**config.mk**
```make
export PLATFORM = sky130hd
export DESIGN_NAME = idex_stage_flat
export DESIGN_NICKNAME = d
export VERILOG_FILES = /design/src/rtl/idex_stage_if.sv /design/src/rtl/idex_stage.sv /design/src/flat_wrapper.sv
export SDC_FILE = /design/constraint.sdc
export NUM_CORES = 1
export LEC_CHECK = 0
export ABC_AREA = 1
export BUFFER_PORTS_ARGS = -buffer_cell sky130_fd_sc_hd__buf_2
export CAP_MARGIN = 0
export CORE_MARGIN = 2
export CORE_UTILIZATION = 25
export DETAILED_ROUTE_END_ITERATION = 6
export HOLD_SLACK_MARGIN = 0.12
export PLACE_DENSITY_LB_ADDON = 0.05
export RECOVER_POWER = 25
export REMOVE_ABC_BUFFERS = 1
export SLEW_MARGIN = 10
export SYNTH_ARGS = -nofsm -noshare
export SYNTH_HDL_FRONTEND = slang
export SYNTH_SLANG_ARGS = --single-unit
```
**constraint.sdc**
```tcl
create_clock -name clk -period 18.07 [get_ports clk]
set_input_delay 3.614 -clock clk [delete_from_list [all_inputs] [get_ports clk]]
set_output_delay 3.614 -clock clk [all_outputs]
set_load 0.05 [all_outputs]
```
**src/rtl/idex_stage_if.sv**
```systemverilog
// idex_stage_if: valid/ready operand bus from the ID/EX stage toward EX.
interface idex_stage_if #(parameter int CTRL_W = 8);
    logic              out_valid;
    logic              out_ready;
    logic [63:0]       ex_a;
    logic [63:0]       ex_b;
    logic [63:0]       ex_imm;
    logic [4:0]        ex_wa;
    logic [CTRL_W-1:0] ex_ctrl;
    modport master (output out_valid, ex_a, ex_b, ex_imm, ex_wa, ex_ctrl, input out_ready);
    modport slave  (input out_valid, ex_a, ex_b, ex_imm, ex_wa, ex_ctrl, output out_ready);
endinterface

```
**src/rtl/idex_stage.sv**
```systemverilog
// idex_stage: ID/EX skid-buffered stage with write-back bypass and XZR forcing.
// Define IDEX_SNOOP_EN to let held entries pick up later write-backs.
module idex_stage #(parameter int CTRL_W = 8) (
    input  logic              clk,
    input  logic              reset,
    input  logic              in_valid,
    output logic              in_ready,
    input  logic [4:0]        ra1,
    input  logic [4:0]        ra2,
    input  logic [63:0]       rd1,
    input  logic [63:0]       rd2,
    input  logic [63:0]       imm,
    input  logic [4:0]        wa,
    input  logic [CTRL_W-1:0] ctrl,
    input  logic              wb_we3,
    input  logic [4:0]        wb_wa3,
    input  logic [63:0]       wb_wd3,
    input  logic              flush,
    idex_stage_if.master      ex
);
    typedef enum logic [1:0] {EMPTY, ONE, FULL} state_t;
    typedef struct packed {
        logic [63:0]       a;
        logic [63:0]       b;
        logic [63:0]       imm;
        logic [4:0]        wa;
        logic [CTRL_W-1:0] ctrl;
        logic [4:0]        ra1;
        logic [4:0]        ra2;
    } entry_t;
`ifdef IDEX_SNOOP_EN
    localparam bit SNOOP = 1'b1;
`else
    localparam bit SNOOP = 1'b0;
`endif
    state_t state_q, state_d;
    entry_t main_q, main_d, skid_q, skid_d, main_s, skid_s, in_e;
    logic   wb_hit, push, pop;

    function automatic entry_t snoop(input entry_t e, input logic hit, input logic [4:0] wa3,
                                     input logic [63:0] wd3);
        entry_t r;
        r = e;
        if (hit && e.ra1 == wa3) r.a = wd3;
        if (hit && e.ra2 == wa3) r.b = wd3;
        return r;
    endfunction

    always_comb begin
        // X31 never matches a write, so a hit also excludes XZR writes
        wb_hit     = wb_we3 && wb_wa3 != 5'd31;
        in_e.a     = (ra1 == 5'd31) ? 64'd0 : (wb_hit && wb_wa3 == ra1) ? wb_wd3 : rd1;
        in_e.b     = (ra2 == 5'd31) ? 64'd0 : (wb_hit && wb_wa3 == ra2) ? wb_wd3 : rd2;
        in_e.imm   = imm;
        in_e.wa    = wa;
        in_e.ctrl  = ctrl;
        in_e.ra1   = ra1;
        in_e.ra2   = ra2;
        main_s     = (SNOOP && state_q != EMPTY) ? snoop(main_q, wb_hit, wb_wa3, wb_wd3) : main_q;
        skid_s     = (SNOOP && state_q == FULL) ? snoop(skid_q, wb_hit, wb_wa3, wb_wd3) : skid_q;
        push       = in_valid && state_q != FULL;
        pop        = state_q != EMPTY && ex.out_ready;
        state_d    = state_q;
        main_d     = main_s;
        skid_d     = skid_s;
        case (state_q)
            EMPTY: if (push) begin
                state_d = ONE;
                main_d  = in_e;
            end
            ONE: if (push && pop) main_d = in_e;
                 else if (push) begin
                     state_d = FULL;
                     skid_d  = in_e;
                 end else if (pop) state_d = EMPTY;
            FULL: if (pop) begin
                state_d = ONE;
                main_d  = skid_s;
            end
            default: state_d = EMPTY;
        endcase
        if (flush) begin
            state_d = EMPTY;
            main_d  = main_q;
            skid_d  = skid_q;
        end
    end

    always_ff @(posedge clk or posedge reset) begin
        if (reset) begin
            state_q <= EMPTY;
            main_q  <= '0;
            skid_q  <= '0;
        end else begin
            state_q <= state_d;
            main_q  <= main_d;
            skid_q  <= skid_d;
        end
    end

    assign in_ready     = state_q != FULL;
    assign ex.out_valid = state_q != EMPTY;
    assign ex.ex_a      = main_q.a;
    assign ex.ex_b      = main_q.b;
    assign ex.ex_imm    = main_q.imm;
    assign ex.ex_wa     = main_q.wa;
    assign ex.ex_ctrl   = main_q.ctrl;
endmodule

```
**src/flat_wrapper.sv**
```systemverilog
// flat-port wrapper written by rule: the top's interface ports become plain ports
module idex_stage_flat 
#(parameter int CTRL_W = 8)
  (clk, reset, in_valid, in_ready, ra1, ra2, rd1, rd2, imm, wa, ctrl, wb_we3, wb_wa3, wb_wd3, flush, ex_out_valid, ex_ex_a, ex_ex_b, ex_ex_imm, ex_ex_wa, ex_ex_ctrl, ex_out_ready);
  idex_stage_if #(.CTRL_W(CTRL_W)) ex_i ();
  input  logic clk;
  input  logic reset;
  input  logic in_valid;
  output logic in_ready;
  input  logic [4:0] ra1;
  input  logic [4:0] ra2;
  input  logic [63:0] rd1;
  input  logic [63:0] rd2;
  input  logic [63:0] imm;
  input  logic [4:0] wa;
  input  logic [CTRL_W-1:0] ctrl;
  input  logic wb_we3;
  input  logic [4:0] wb_wa3;
  input  logic [63:0] wb_wd3;
  input  logic flush;
  output wire logic [$bits(ex_i.out_valid)-1:0] ex_out_valid;
  output wire logic [$bits(ex_i.ex_a)-1:0] ex_ex_a;
  output wire logic [$bits(ex_i.ex_b)-1:0] ex_ex_b;
  output wire logic [$bits(ex_i.ex_imm)-1:0] ex_ex_imm;
  output wire logic [$bits(ex_i.ex_wa)-1:0] ex_ex_wa;
  output wire logic [$bits(ex_i.ex_ctrl)-1:0] ex_ex_ctrl;
  input wire logic [$bits(ex_i.out_ready)-1:0] ex_out_ready;
  assign ex_out_valid = ex_i.out_valid;
  assign ex_ex_a = ex_i.ex_a;
  assign ex_ex_b = ex_i.ex_b;
  assign ex_ex_imm = ex_i.ex_imm;
  assign ex_ex_wa = ex_i.ex_wa;
  assign ex_ex_ctrl = ex_i.ex_ctrl;
  assign ex_i.out_ready = ex_out_ready;
  idex_stage #(.CTRL_W(CTRL_W)) u_core (.clk(clk), .reset(reset), .in_valid(in_valid), .in_ready(in_ready), .ra1(ra1), .ra2(ra2), .rd1(rd1), .rd2(rd2), .imm(imm), .wa(wa), .ctrl(ctrl), .wb_we3(wb_we3), .wb_wa3(wb_wa3), .wb_wd3(wb_wd3), .flush(flush), .ex(ex_i));
endmodule
```
# After elaboration in Yosys (flattened, before gate mapping)
# Index checks and enable logic that the tools add are counted.
[totals] input_bits=290 word_cells=57 register_bits=422 out_inout_bits=207
[classes] mux=15 n_bitwise=2 reduce_logical=12 n_eq_ne=15
[op_table] op="2-to-1 mux 215 bit" n=3
[op_table] op="case mux 215 bit (3 select lines)" n=1
[op_table] op="2-to-1 mux 64 bit" n=4
[op_table] op="2-to-1 mux 2 bit" n=6
[op_table] op="equality test 5 bit" n=2
[op_table] op="equality test 5 bit (second input constant)" n=2
[op_table] op="AND reduction 4 bit" n=2
[op_table] op="logical AND 1 bit" n=6
[op_table] op="!= test 2 x 1 -> 1 bit (second input constant)" n=3
[op_table] op="!= test 3 x 2 -> 1 bit (second input constant)" n=2
[op_table] op="case mux 2 bit (3 select lines)" n=1
[op_table] op="!= test 5 bit (second input constant)" n=1
[op_table] op="AND reduction 5 bit" n=1
[op_table] op="!= test 4 x 2 -> 1 bit (second input constant)" n=1
[op_table] op="!= test 3 bit (second input constant)" n=1
[op_table] op="nonzero test 3 bit" n=1
[op_table] op="equality test 2 x 1 -> 1 bit (second input constant)" n=1
[op_table] op="equality test 2 bit (second input constant)" n=1
[op_table] op="zero test 2 bit" n=1
[op_table] op="!= test 2 bit (second input constant)" n=1
[op_table] op="inverter 1 bit" n=2
[op_table] op="nonzero test 2 bit" n=1

# Longest topological paths before layout
[depth] word_depth=7 mapped_depth=12 ltp_nobuf=11

# Least setup slack after synthesis
# No wires, ideal clock.
[synth_path] path_kind="reg-to-output" startpoint="register u_core.state_q[1]" endpoint="output in_ready" t_required_ns=14.456 stages_incl_launch_ff=7 arrival_time_ns=1.258 slack_ns=13.198 n_path_buf=3 cell_sequence="dfrtp_1 -> inv_2 -> nor2_2 -> buf_6 -> inv_2 -> buf_2 -> buf_2"
[synth_between] elab_chain_len=1
[synth_lines] item="start, declared" line_no="idex_stage.sv:36" rtl="state_t state_q, state_d;"
[synth_lines] item="start signal, assigned" line_no="idex_stage.sv:95" rtl="state_q <= state_d;"
[synth_lines] item="!= test 2 bit" line_no="idex_stage.sv:101" rtl="assign in_ready = state_q != FULL;"
[synth_lines] item="end, declared" line_no="flat_wrapper.sv:9" rtl="output logic in_ready;"
# No other way between the ends.

==> impl_results.html <==
<table>
<tr><th>Metric</th><th>Value</th></tr>
<tr><th colspan="2">STA</th></tr>
<tr><td>Period Utilization, post-route</td><td>0.5285</td></tr>
<tr><td>Worst clock skew</td><td>0.02001 ns</td></tr>
<tr><td>Maximum clock frequency</td><td>104.7 MHz</td></tr>
<tr><td>Final count of negative-setup-slack endpoints</td><td>0</td></tr>
<tr><td>Worst relative slew slack</td><td>-2.174</td></tr>
<tr><td>Number of pins exceeding their max-slew limit in the final report</td><td>502</td></tr>
<tr><td>Final period demand of the worst path</td><td>9.549 ns</td></tr>
<tr><td>Final hold violation count</td><td>0</td></tr>
<tr><td>Unrepaired setup endpoints after global routing</td><td>false</td></tr>
<tr><td>Final hold slack</td><td>0.4740 ns</td></tr>
<tr><td>Worst slew pin tran</td><td>4.735 ns</td></tr>
<tr><td>Final TNS setup</td><td>0 ns</td></tr>
<tr><th colspan="2">Worst setup path</th></tr>
<tr><td>CP Data Required Time</td><td>17.87 ns</td></tr>
<tr><td>Worst setup path category</td><td>input port to async pin</td></tr>
<tr><td>Type of origin of the critical path</td><td>input port</td></tr>
<tr><td>Capturing element type of the critical path</td><td>async pin</td></tr>
<tr><td>Arr. time, crit path</td><td>9.35 ns</td></tr>
<tr><td>Largest driver fanout on the critical path</td><td>99</td></tr>
<tr><th colspan="2">Synth</th></tr>
<tr><td>Gate count of the mapped netlist</td><td>2,809</td></tr>
<tr><td>Post-synthesis register bit count</td><td>412</td></tr>
<tr><td>Syn. warnings</td><td>0</td></tr>
<tr><td>Proportion of synthesized chip area in sequential cells</td><td>0.5020</td></tr>
<tr><td>Number of distinct standard cells referenced by the synthesized netlist</td><td>26</td></tr>
<tr><td>Ranking of synthesized cells by area</td><td>dfrtp_1, nand2_1, nor2_1</td></tr>
<tr><td>Fraction of synthesized cell area taken by the top area cell type</td><td>0.5020</td></tr>
<tr><td>Library cell occupying the most area in the post-synthesis netlist</td><td>dfrtp_1</td></tr>
<tr><td>Average cell area after synthesis</td><td>7.311 um^2</td></tr>
<tr><td>Netlist area before placement</td><td>20,540 um^2</td></tr>
<tr><th colspan="2">Detailed routing</th></tr>
<tr><td>Routed Wire Length</td><td>73,250 um</td></tr>
<tr><td>DRC violation total after the first TritonRoute iteration</td><td>1,024</td></tr>
<tr><td>DRC Markers</td><td>0</td></tr>
<tr><td>Number of vias per cell</td><td>4.473</td></tr>
<tr><td>Number of antenna-violating nets in the routed design</td><td>0</td></tr>
<tr><td>Via total after detailed routing</td><td>19,260</td></tr>
<tr><td>Detailed Routing Iterations Pass 1</td><td>5</td></tr>
<tr><td>DR WL/cell</td><td>17.02 um</td></tr>
<tr><th colspan="2">Outcome</th></tr>
<tr><td>Status</td><td>finished, violations left</td></tr>
<tr><td>Failing checks</td><td>capacitance limit, slew limit</td></tr>
<tr><th colspan="2">Floorplan</th></tr>
<tr><td>Die Span Y</td><td>290.6 um</td></tr>
<tr><td>Die Width</td><td>290.6 um</td></tr>
<tr><td>Core region area</td><td>81,720 um^2</td></tr>
<tr><td>I/O pins</td><td>497</td></tr>
<tr><td>Die area</td><td>84,450 um^2</td></tr>
<tr><td>Std-Cell Rows</td><td>105</td></tr>
<tr><td>Effective utilization at floorplan</td><td>0.2513</td></tr>
<tr><th colspan="2">Place</th></tr>
<tr><td>Placed cells</td><td>4,204</td></tr>
<tr><td>Total half-perimeter wirelength after legalization and detailed placement</td><td>46,580 um</td></tr>
<tr><td>Routability cong.</td><td>0.7671</td></tr>
<tr><td>Number of buffers inserted by port buffering</td><td>496</td></tr>
<tr><th colspan="2">Clock network</th></tr>
<tr><td>Worst-skew pair later-pin latency</td><td>0.59 ns</td></tr>
<tr><td>Root Buffer Master</td><td>clkbuf_16</td></tr>
<tr><td>TritonCTS clock tree</td><td>built</td></tr>
<tr><td>Post-CTS setup buffer count</td><td>0</td></tr>
<tr><td>Maximum number of buffers from clock root to sink</td><td>3</td></tr>
<tr><td># hold bufs at CTS</td><td>0</td></tr>
<tr><td>Count of cells resized by post-cts repair</td><td>0</td></tr>
<tr><td>Clock buffers created by TritonCTS</td><td>53</td></tr>
<tr><td>Clock sink count</td><td>412</td></tr>
<tr><td>Clock-pin slew on the worst setup and hold paths</td><td>0.06 ns</td></tr>
<tr><td>Number of levels the H-tree was split into</td><td>2</td></tr>
<tr><th colspan="2">Global route</th></tr>
<tr><td>Largest net degree at the start of global routing</td><td>144</td></tr>
<tr><td>Vias in the first global route</td><td>18,930</td></tr>
<tr><td>Grt total ovfl</td><td>0</td></tr>
<tr><td>Number of antenna violations at the first check in global routing</td><td>10</td></tr>
<tr><td>All-Layer GR Usage</td><td>0.1704</td></tr>
<tr><td>First-pass GRT wire length</td><td>113,700 um</td></tr>
<tr><th colspan="2">Finish</th></tr>
<tr><td>Layout Cells excl Fill</td><td>4,305</td></tr>
<tr><td>Fillcell total</td><td>9,011</td></tr>
<tr><td>Most frequent cells in the layout</td><td>nand2_1, buf_2, dfrtp_1, nor2_1, inv_1</td></tr>
<tr><td>Layout area overhead</td><td>24.29%</td></tr>
<tr><td>Total number of nets in the final design</td><td>3,479</td></tr>
<tr><td>Commonest non-fill, non-tap cell in the layout</td><td>nand2_1</td></tr>
<tr><td>Share of final-layout standard cells stronger than drive strength 1</td><td>0.1865</td></tr>
<tr><th colspan="2">Power and ir drop</th></tr>
<tr><td>Maximum ir drop on the vdd rail</td><td>60.85 uV</td></tr>
<tr><td>Pwr per Cell Area</td><td>136.0 nW/um^2</td></tr>
<tr><td>Leak Pwr</td><td>0.01456 uW</td></tr>
<tr><th colspan="2">Hold path</th></tr>
<tr><td>Hold WC Path Type</td><td>flip-flop to flip-flop</td></tr>
<tr><th colspan="2">Job</th></tr>
<tr><td>Max Cap Viol</td><td>6</td></tr>
</table>
[sequential cells by signal, summed over array words and instances (netlist names)]
name and count:
u_core.ex.ex_b 64, u_core.ex.ex_imm 64, u_core.skid_q 205, u_core.state_q 2
u_core.ex.ex_wa 5, u_core.ex.ex_ctrl 8, u_core.ex.ex_a 64
[area by class of cell]
type / instances / area [um^2] / share of cell area
antenna: 2 / 5.005 / 0.0001961
timing repair buffer: 520 / 2640 / 0.1034
clock buffer: 78 / 1612 / 0.06314
sequential: 412 / 10310 / 0.4039
tap: 1070 / 1339 / 0.05245
inverter: 281 / 1064 / 0.04167
multi-input combinational: 1921 / 8207 / 0.3215
clock inverter: 21 / 347.8 / 0.01363
[per-stage QoR]
stage | cell area [um^2] | util | total power, uW | setup slack [ns]
after floorplan | 19510 | - | 2024 | 2.991
after global placement | 23630 | 0.2892 | 2304 | 11.10
after detailed placement | 23630 | 0.2892 | 2318 | 11.09
after CTS | 25590 | 0.3132 | 3531 | 11.73
after global routing | 25520 | 0.3123 | 3681 | 7.187
final | 25520 | 0.3123 | 3472 | 8.521
[worst paths after layout]
check	from	end	slack, ns	cells past startpoint
worst max-delay path	reset	u_core.skid_q[204]$_DFFE_PP0P_	8.52	3
worst min-delay path	u_core.ex.ex_a[2]$_DFFE_PP0P_	u_core.ex.ex_a[2]$_DFFE_PP0P_	0.47	2
worst max register to register	u_core.state_q[1]$_DFFE_PP0P_	u_core.skid_q[210]$_DFFE_PP0P_	11.56	8
worst min register to register	u_core.ex.ex_a[2]$_DFFE_PP0P_	u_core.ex.ex_a[2]$_DFFE_PP0P_	0.47	2
max in group clk	ex_out_ready	u_core.skid_q[210]$_DFFE_PP0P_	9.03	8
min in group asynchronous	reset	u_core.ex.ex_imm[28]$_DFFE_PP0P_	4.45	2
[where the power goes]
part / leakage [uW] / internal (uW) / switching (uW)
Combinational: 0.00854 / 240 / 737
Sequential: 0.00505 / 1180 / 136
Clock: 0.000970 / 744 / 438
[metal layers]
| metal | track usage | part of all wire | vias up |
|---|---|---|---|
| met3 | 0.04030 | 0.064 | 99 |
| met4 | 0.03956 | 0.020 | 16 |
| met1 | 0.2328 | 0.47 | 9079 |
| met5 | 0 | 0.0011 | - |
| met2 | 0.2724 | 0.45 | 537 |
| li1 | - | - | 9527 |
[Yosys cell counts (all sizes together)]
cell,instances
buf,146
nand3b,1
o21ai,313
a21oi,52
o31ai,1
nand3,197
xor2,5
clkbuf,49
nand4,64
xnor2,2
nand2,968
dfrtp,412
nor2,314
o22ai,1
inv,281
o21a,1
nor3,2
[cells by family (layout without fill, tap and decap cells)]
family	count (synthesis)	count (layout)	share of synthesized area
AND/OR/NAND/NOR	1546	1546	0.3034
other	0	2	0
XOR/XNOR	7	7	0.002985
AO/OA/AOI/OAI	368	368	0.09017
flip-flops	412	412	0.5020
buffers and inverters	476	900	0.1014
[worst max-delay path, stage by stage]
cell and delay (ns):
buf_2 0.10, clkinvlp_2 2.61, clkbuf_1 2.85
No activity file was read; power rests on OpenSTA's default activity.
